--- config.mk ---
export PLATFORM = sky130hd
export DESIGN_NAME = can_acf_multibank
export DESIGN_NICKNAME = d
export VERILOG_FILES = /design/src/rtl/can_acf_multibank.sv
export SDC_FILE = /design/constraint.sdc
export NUM_CORES = 1
export LEC_CHECK = 0
export ABC_AREA = 0
export CAP_MARGIN = 20
export CORE_MARGIN = 8
export CORE_UTILIZATION = 55
export CTS_BUF_LIST = sky130_fd_sc_hd__clkbuf_2 sky130_fd_sc_hd__clkbuf_4 sky130_fd_sc_hd__clkbuf_8
export CTS_CLUSTER_SIZE = 24
export DETAILED_ROUTE_END_ITERATION = 8
export PLACE_DENSITY = 0.84
export SYNTH_ARGS = -nofsm -noshare
export SYNTH_HDL_FRONTEND = slang
export SYNTH_SLANG_ARGS = --single-unit
--- constraint.sdc ---
create_clock -name clk -period 11.08 [get_ports clk]
set_input_delay 1.662 -clock clk [delete_from_list [all_inputs] [get_ports clk]]
set_output_delay 1.662 -clock clk [all_outputs]
set_load 0.03 [all_outputs]
--- src/rtl/can_acf_multibank.sv ---
// Multi-bank CAN acceptance filter: NUM_FILTERS id/mask/ctrl banks scanned one per clock
// after each received header, reporting accept and the lowest matching bank.
module can_acf_multibank #(
  parameter int NUM_FILTERS    = 4,
  parameter int IDX_W          = 2,
  parameter bit ACCEPT_IF_NONE = 1'b1
) (
  input  logic             clk,
  input  logic             rst,
  input  logic             reset_mode,
  input  logic             cfg_we,
  input  logic [IDX_W-1:0] cfg_idx,
  input  logic [1:0]       cfg_sel,
  input  logic [31:0]      cfg_wdata,
  output logic [31:0]      cfg_rdata,
  input  logic             hdr_valid,
  input  logic [28:0]      hdr_id,
  input  logic             hdr_ide,
  input  logic             hdr_rtr,
  output logic             busy,
  output logic             result_valid,
  output logic             accept,
  output logic [IDX_W-1:0] hit_idx,
  output logic [15:0]      match_count,
  output logic             overrun
);

  localparam logic [1:0] S_IDLE = 2'd0;
  localparam logic [1:0] S_SCAN = 2'd1;
  localparam logic [1:0] S_DONE = 2'd2;

  localparam logic [IDX_W-1:0] LAST_IDX = IDX_W'(NUM_FILTERS - 1);

  logic [28:0] id_q   [NUM_FILTERS];
  logic [28:0] mask_q [NUM_FILTERS];
  logic [4:0]  ctrl_q [NUM_FILTERS];

  logic [1:0]       state_q;
  logic [IDX_W-1:0] scan_idx_q;
  logic [28:0]      hdr_id_q;
  logic             hdr_ide_q;
  logic             hdr_rtr_q;
  logic [31:0]      rdata_q;
  logic             result_valid_q;
  logic             accept_q;
  logic [IDX_W-1:0] hit_idx_q;
  logic [15:0]      match_count_q;
  logic             overrun_q;

  logic [31:0] rd_next;
  logic [28:0] cur_id;
  logic [28:0] cur_mask;
  logic [4:0]  cur_ctrl;
  logic [28:0] cmp_bits;
  logic        any_en;
  logic        bank_hit;
  logic        none_accept;
  logic        start;
  logic        unused_wdata;

  assign unused_wdata = ^cfg_wdata[31:29];

  // Out-of-range cfg_idx never equals any k below, so such writes fall through.
  always_ff @(posedge clk or posedge rst) begin
    if (rst) begin
      for (int unsigned k = 0; k < NUM_FILTERS; k++) begin
        id_q[k]   <= '0;
        mask_q[k] <= '1;
        ctrl_q[k] <= '0;
      end
    end else if (reset_mode && cfg_we) begin
      for (int unsigned k = 0; k < NUM_FILTERS; k++) begin
        if (cfg_idx == IDX_W'(k)) begin
          case (cfg_sel)
            2'd0:    id_q[k]   <= cfg_wdata[28:0];
            2'd1:    mask_q[k] <= cfg_wdata[28:0];
            2'd2:    ctrl_q[k] <= cfg_wdata[4:0];
            default: ;
          endcase
        end
      end
    end
  end

  always_comb begin
    rd_next = '0;
    for (int unsigned k = 0; k < NUM_FILTERS; k++) begin
      if (cfg_idx == IDX_W'(k)) begin
        case (cfg_sel)
          2'd0:    rd_next = {3'b000, id_q[k]};
          2'd1:    rd_next = {3'b000, mask_q[k]};
          2'd2:    rd_next = {27'd0, ctrl_q[k]};
          default: rd_next = '0;
        endcase
      end
    end
  end

  always_ff @(posedge clk or posedge rst) begin
    if (rst) rdata_q <= '0;
    else     rdata_q <= rd_next;
  end

  always_comb begin
    cur_id   = '0;
    cur_mask = '0;
    cur_ctrl = '0;
    any_en   = 1'b0;
    for (int unsigned k = 0; k < NUM_FILTERS; k++) begin
      any_en = any_en | ctrl_q[k][0];
      if (scan_idx_q == IDX_W'(k)) begin
        cur_id   = id_q[k];
        cur_mask = mask_q[k];
        cur_ctrl = ctrl_q[k];
      end
    end
  end

  // Standard frames compare only the left-aligned 11-bit id; mask bit 1 = don't care.
  assign cmp_bits = hdr_ide_q ? 29'h1FFF_FFFF : {11'h7FF, 18'h0};
  assign bank_hit = cur_ctrl[0]
                 && (!cur_ctrl[2] || (cur_ctrl[1] == hdr_ide_q))
                 && (!cur_ctrl[4] || (cur_ctrl[3] == hdr_rtr_q))
                 && (((cur_id ^ hdr_id_q) & ~cur_mask & cmp_bits) == '0);
  assign none_accept = ACCEPT_IF_NONE && !any_en;
  assign start       = hdr_valid && !reset_mode;

  // A new header always restarts from bank 0, including in SCAN (abort) and DONE.
  always_ff @(posedge clk or posedge rst) begin
    if (rst) begin
      state_q        <= S_IDLE;
      scan_idx_q     <= '0;
      hdr_id_q       <= '0;
      hdr_ide_q      <= 1'b0;
      hdr_rtr_q      <= 1'b0;
      result_valid_q <= 1'b0;
      accept_q       <= 1'b0;
      hit_idx_q      <= '0;
      match_count_q  <= '0;
      overrun_q      <= 1'b0;
    end else begin
      result_valid_q <= 1'b0;
      if (reset_mode) begin
        state_q   <= S_IDLE;
        accept_q  <= 1'b0;
        overrun_q <= 1'b0;
      end else if (start) begin
        hdr_id_q   <= hdr_id;
        hdr_ide_q  <= hdr_ide;
        hdr_rtr_q  <= hdr_rtr;
        scan_idx_q <= '0;
        state_q    <= S_SCAN;
        if (state_q != S_IDLE) overrun_q <= 1'b1;
      end else begin
        case (state_q)
          S_SCAN: begin
            if (bank_hit) begin
              hit_idx_q      <= scan_idx_q;
              accept_q       <= 1'b1;
              result_valid_q <= 1'b1;
              if (match_count_q != 16'hFFFF) match_count_q <= match_count_q + 16'd1;
              state_q        <= S_DONE;
            end else if (scan_idx_q == LAST_IDX) begin
              hit_idx_q      <= '0;
              accept_q       <= none_accept;
              result_valid_q <= 1'b1;
              if (none_accept && match_count_q != 16'hFFFF) match_count_q <= match_count_q + 16'd1;
              state_q        <= S_DONE;
            end else begin
              scan_idx_q <= scan_idx_q + IDX_W'(1);
            end
          end
          S_DONE:  state_q <= S_IDLE;
          default: state_q <= S_IDLE;
        endcase
      end
    end
  end

  assign cfg_rdata    = rdata_q;
  assign busy         = (state_q != S_IDLE);
  assign result_valid = result_valid_q;
  assign accept       = accept_q;
  assign hit_idx      = hit_idx_q;
  assign match_count  = match_count_q;
  assign overrun      = overrun_q;

endmodule

# After elaboration in Yosys (flattened, before gate mapping)
# Index checks and enable logic that the tools add are counted.
# word_totals
n_memories,0
wordCells,142
ff_bits,340
ram_bits,0
romBits,0
input_bits,72
latch_bits,0
output_inout_bits,54
# op_classes
div_mod_pow,0
order_cmp,0
n_eq_ne,17
multipliers,0
shifts,0
bitwise,9
add_sub_neg,2
n_reduce_logical,42
muxes,49
# op_table
operator,count
one-hot mux 29 bit (3 select lines),4
two-way mux 29 bit,9
two-way mux 32 bit,3
two-way mux 16 bit,4
bitwise AND 29 bit,2
AND reduction 3 bit,13
logical NOT 29 bit,1
NOT 29 bit,1
XOR 29 bit,1
two-way mux 2 bit,11
two-way mux 5 bit,4
two-way mux 18 bit,1
"adder 16 x 1 -> 16 bit, second input constant",1
"inequality test 16 bit, second input constant",1
nonzero test 2 bit,7
two-way mux 1 bit,13
"== test 2 bit, second input constant",5
"== test 2 x 1 -> 1 bit, second input constant",4
AND reduction 4 bit,2
logical AND 1 bit,6
logical NOT 2 bit,3
AND reduction 6 bit,1
"inequality test 5 bit, second input constant",1
logical NOT 1 bit,4
9 further kinds,17

# Logic depth before layout (Yosys ltp)
# logic_depth
ltp_word,14
ltp_mapped,16
ltp_nobuf,11

# Worst setup path before layout
# OpenSTA, ideal clock, no wires.
# synth_path
path_kind,in2reg
startpoint,input port cfg_sel[0]
endpoint,register mask_q[87] in the netlist's numbering
path_slack_ns,7.358
path_stages,8
n_path_buf,4
arrival_time_ns,3.640
setup_ns,0.082
t_required_ns,10.998
path_cell_list,clkbuf_1 -> nor2b_1 -> clkbuf_1 -> nand3_1 -> nor3_1 -> clkbuf_1 -> buf_1 -> mux2_2
# synth_via
elab_chain_cells,2
# synth_rtl
item,line,source
start: declaration,13,"input logic [1:0] cfg_sel,"
== test 2 x 1 -> 1 bit,74,case (cfg_sel)
AND reduction 3 bit (no source line),-,
end signal: indexed assignment,76,2'd1: mask_q[k] <= cfg_wdata[28:0];
end: declaration,35,logic [28:0] mask_q [NUM_FILTERS];
# Every way passes these cells.
# A chain may end at the register's enable or synchronous reset.

# Worst setup path in the final report
# layout_path
startpoint,register scan_idx_q[1]
endpoint,register match_count_q[1] (netlist: match_count[1])
# layout_via
elab_chain_cells,12
elab_cells_between_ends,35
cone_classes,6 x eq/ne; 13 x mux; 4 x bitwise; 12 x reduce/logical
# layout_rtl
item,line,source
start: declaration,39,logic [IDX_W-1:0] scan_idx_q;
start signal: assignment,170,scan_idx_q <= scan_idx_q + IDX_W'(1);
logical NOT 2 bit,111,if (scan_idx_q == IDX_W'(k)) begin
two-way mux 29 bit or two-way mux 5 bit (tied branches) (4 in series),111,
XOR 29 bit (tied with other cells),124,&& (((cur_id ^ hdr_id_q) & ~cur_mask & cmp_bits) == '0);
bitwise AND 29 bit or logical OR 1 bit (tied branches),"124, 122",
bitwise AND 29 bit or logical AND 1 bit (tied branches),"124, 122",
logical NOT 29 bit or logical AND 1 bit (tied branches),"124, 123",
logical AND 1 bit,124,
inequality test 2 x 1 -> 1 bit (no source line) or nonzero test 2 bit (tied branches),-,
AND reduction 6 bit (no source line),-,
end signal: assignment,161,if (match_count_q != 16'hFFFF) match_count_q <= match_count_q + 16'd1;
end signal: assignment,167,if (none_accept && match_count_q != 16'hFFFF) match_count_q <= match_count_q + 16'd1;
end: declaration,47,logic [15:0] match_count_q;
# Several ways; a longest one is shown, not always the timed one.

==> flow_metrics.py <==
metrics = {
    "critical_path": {
        "worstSetupStartpoint": "scan_idx_q[1]",
        "end_kind": "flop",
        "required_ps": 11560,
        "r2r-start": "scan_idx_q[1]",
        "crit_fanout": 82,
        "ff2ff_path_depth": 12,
        "cp-start-kind": "flop",
        "rrSetupSlack_ps": 6290,
        "arrival_ps": 5270,
        "r2r_end": "match_count[1]",
        "criticalPathCategory": "flop to flop",
    },
    "die": {
        "coreArea_um2": 31600,
        "die_w_um": 195,
        "die_h_um": 195,
        "die_area_um2": 37900,
        "rows": 65,
        "initial_core_util": 0.557,
        "ios": 126,
    },
    "synthesis": {
        "synth_fa_ha_area_frac": 0.00356,
        "muxShareOfSynthArea": 0.222,
        "ys_types": 75,
        "synth_edf_count": 0,
        "synth_top_family_by_area": "multiplexers",
        "synthTopCellsByArea": "dfrtp_1 31%, mux2_2 19%, dfstp_2 17%, o21ai_0 2.6%, nand2_1 2.4%",
        "synthFlopType": "dfrtp_1",
        "async_flop_share": 1.00,
        "synth_xor_area_frac": 0.0259,
        "yosysSeqAreaShare": 0.488,
        "yosys.area.top_type": "dfrtp_1",
        "netlist.area_leader.share": 0.315,
        "synthCells": 1539,
        "synth_seq_cells": 337,
        "synth_compound_area_frac": 0.131,
        "yosys_warnings": 0,
        "syn_avg_cell_area_um2": 11.4,
        "syn-cell-area_um2": 17600,
        "synth-simple-area-share": 0.0939,
    },
    "layout": {
        "multi_input_area_um2": 8440,
        "final_util": 0.645,
        "final_cell_mix": "289 x mux2_2, 221 x dfrtp_1, 116 x dfstp_2",
        "final_area_um2": 20300,
        "n_fill_cell": 2352,
        "area.growth.synth_to_final_pct": 15.7,
        "layout_commonest_cell": "mux2_2",
        "layout.nets": 1710,
        "seqCellArea_um2": 8580,
        "drive_gt1_frac": 0.347,
    },
    "route": {
        "wl_um": 50700,
        "wl_per_cell_um": 24.3,
        "ant_nets": 0,
        "vias_per_cell": 6.56,
        "drc": 0,
        "vias": 13700,
        "first_pass_iters": 8,
        "first_iter_violations": 1529,
    },
    "timing": {
        "hold_viol_final": 0,
        "finalSetupViolCount": 0,
        "post-route-period-util": 0.432,
        "final.setup.worst_slack_ps": 6290,
        "final.setup.tns_ps": 0,
        "drv_slew": 0,
        "fmax_ghz": 0.209,
        "min_period_ps": 4790,
        "finClkSkew_ps": 26.7,
        "worst_slew_pin_slew_ps": 1110,
        "maxSlewHeadroom": 0.262,
        "rsz0062_at_grt": "no",
    },
    "power": {
        "total_power_uw": 3940,
        "p_leak_uw": 0.00852,
        "ir_drop_mv": 0.106,
        "pwr_density_cell_nw_per_um2": 193,
    },
    "hold_path": {
        "hp-start": "match_count[12]",
        "min_to": "match_count[12]",
        "hold_depth": 1,
        "hp-class": "flop to flop",
    },
    "cts": {
        "cts_tree": "yes",
        "htree_num_levels": 2,
        "worstSkewPairLatency_ps": 610,
        "cts_buffers": 56,
        "cts_root_buffer": "clkbuf_8",
        "cts.sinks": 337,
        "cts_setup_buffers": 0,
        "cts_hold_buf": 0,
        "cts_buffer_depth": 3,
        "cts_resized": 0,
        "path_clk_slew_ps": 60,
    },
    "global_routing": {
        "grt_pass1_vias": 14100,
        "grt_usage": 0.262,
        "grt-ovfl-total": 0,
        "grt_pass1_wl_um": 79900,
        "grt_max_degree": 198,
        "antenna_found_initial": 2,
    },
    "place": {
        "placed_area_um2": 19100,
        "io_buffers": 119,
        "globalplace.congestion": 0.892,
        "place_ws_ps": 6410,
        "dpl.hpwl_um": 31100,
    },
    "status": {
        "status": "completed",
    },
    "flow_run": {
        "cap_violations": 0,
    },
}
-- power breakdown --
part / leakage (uW) / switching [uW] / total (uW) / internal [uW]
combinational: 0.00383 / 566 / 1040 / 473
sequential: 0.00403 / 195 / 1700 / 1510
clock: 0.000665 / 513 / 1190 / 680
-- how the worst max path moves through the flow --
stage                     endpoint  slack (ps)
floorplan                   accept         270
global placement       mask_q[106]        6400
detailed placement  match_count[1]        6410
CTS                 match_count[1]        6380
global route        match_count[1]        6050
finish              match_count[1]        6290
-- logic make-up (layout without fill, tap and decap cells) --
kind of cell               Yosys count  count (layout)
DFF                                337             337
other                                1               4
AOI/OAI and AO/OA                  340             340
buffers and inverters              143             283
and+or+nand+nor                    320             320
muxes                              341             341
adders and majority gates            5               5
xor gates and xnor gates            52              52
-- synthesized netlist by cell type, types with 4 or more instances --
library cell / n
o22ai_1: 19
a221oi_1: 24
nand3_1: 15
dfstp_2: 116
mux2i_1: 42
dfrtp_1: 221
nand2_1: 114
a22oi_1: 11
a221o_1: 9
mux4_2: 10
xor2_1: 17
or3b_2: 4
and3_1: 7
nor2b_1: 8
nor3_1: 12
buf_2: 16
ha_1: 5
nor2_1: 72
o211ai_1: 5
inv_1: 26
buf_4: 9
o21ai_0: 93
buf_1: 19
o21a_1: 12
nand2b_1: 7
nor3b_1: 14
or3_1: 4
o221ai_1: 4
buf_6: 6
a211oi_1: 21
nand3b_1: 32
mux2_2: 289
nand4_1: 4
a21o_1: 20
a222oi_1: 17
a21oi_1: 69
xnor2_1: 35
clkbuf_1: 65
a31oi_1: 4
o31ai_1: 5
-- metal layers --
layer / vias to the layer above / global-route usage / wire length (um)
li1: 5866 / - / -
met1: 6824 / 0.338 / 19900
met4: 2 / 0.123 / 1940
met3: 172 / 0.0606 / 5230
met5: - / 0 / 13
met2: 816 / 0.414 / 23700
-- registers in the layout (all words and copies together) (netlist names), 2 cells and up --
| register | flops |
|---|---|
| cfg_rdata | 29 |
| ctrl_q | 20 |
| hdr_id_q | 29 |
| hit_idx | 2 |
| id_q | 116 |
| mask_q | 116 |
| match_count | 16 |
| scan_idx_q | 2 |
| state_q | 2 |
-- critical path, cell delays in order, from the launching register on --
cell and delay (ps):
dfrtp_1 450, inv_1 160, ha_4 390, buf_4 760, nor2b_1 100, buf_4 280, a221oi_1 390, or3b_2 500
o2111a_1 150, a31oi_1 360, nor3_2 120, a31oi_4 540, mux2_2 400
-- layout make-up --
type / count / share of cell area
diodes: 1 / 0.000123
clock buffers: 98 / 0.0592
clock inverters: 8 / 0.00234
inverters: 28 / 0.00554
multi-input cells: 1061 / 0.415
flip-flops and latches: 337 / 0.422
well taps: 402 / 0.0247
repair buffers: 149 / 0.0715
-- metrics by stage --
stage	hold WS, ps	std cells
after floorplan	479	1541
after global placement	470	1974
after detailed placement	478	1976
after CTS	493	2082
after global routing	527	2084
final	493	2084
(Power assumes the default switching activity.)
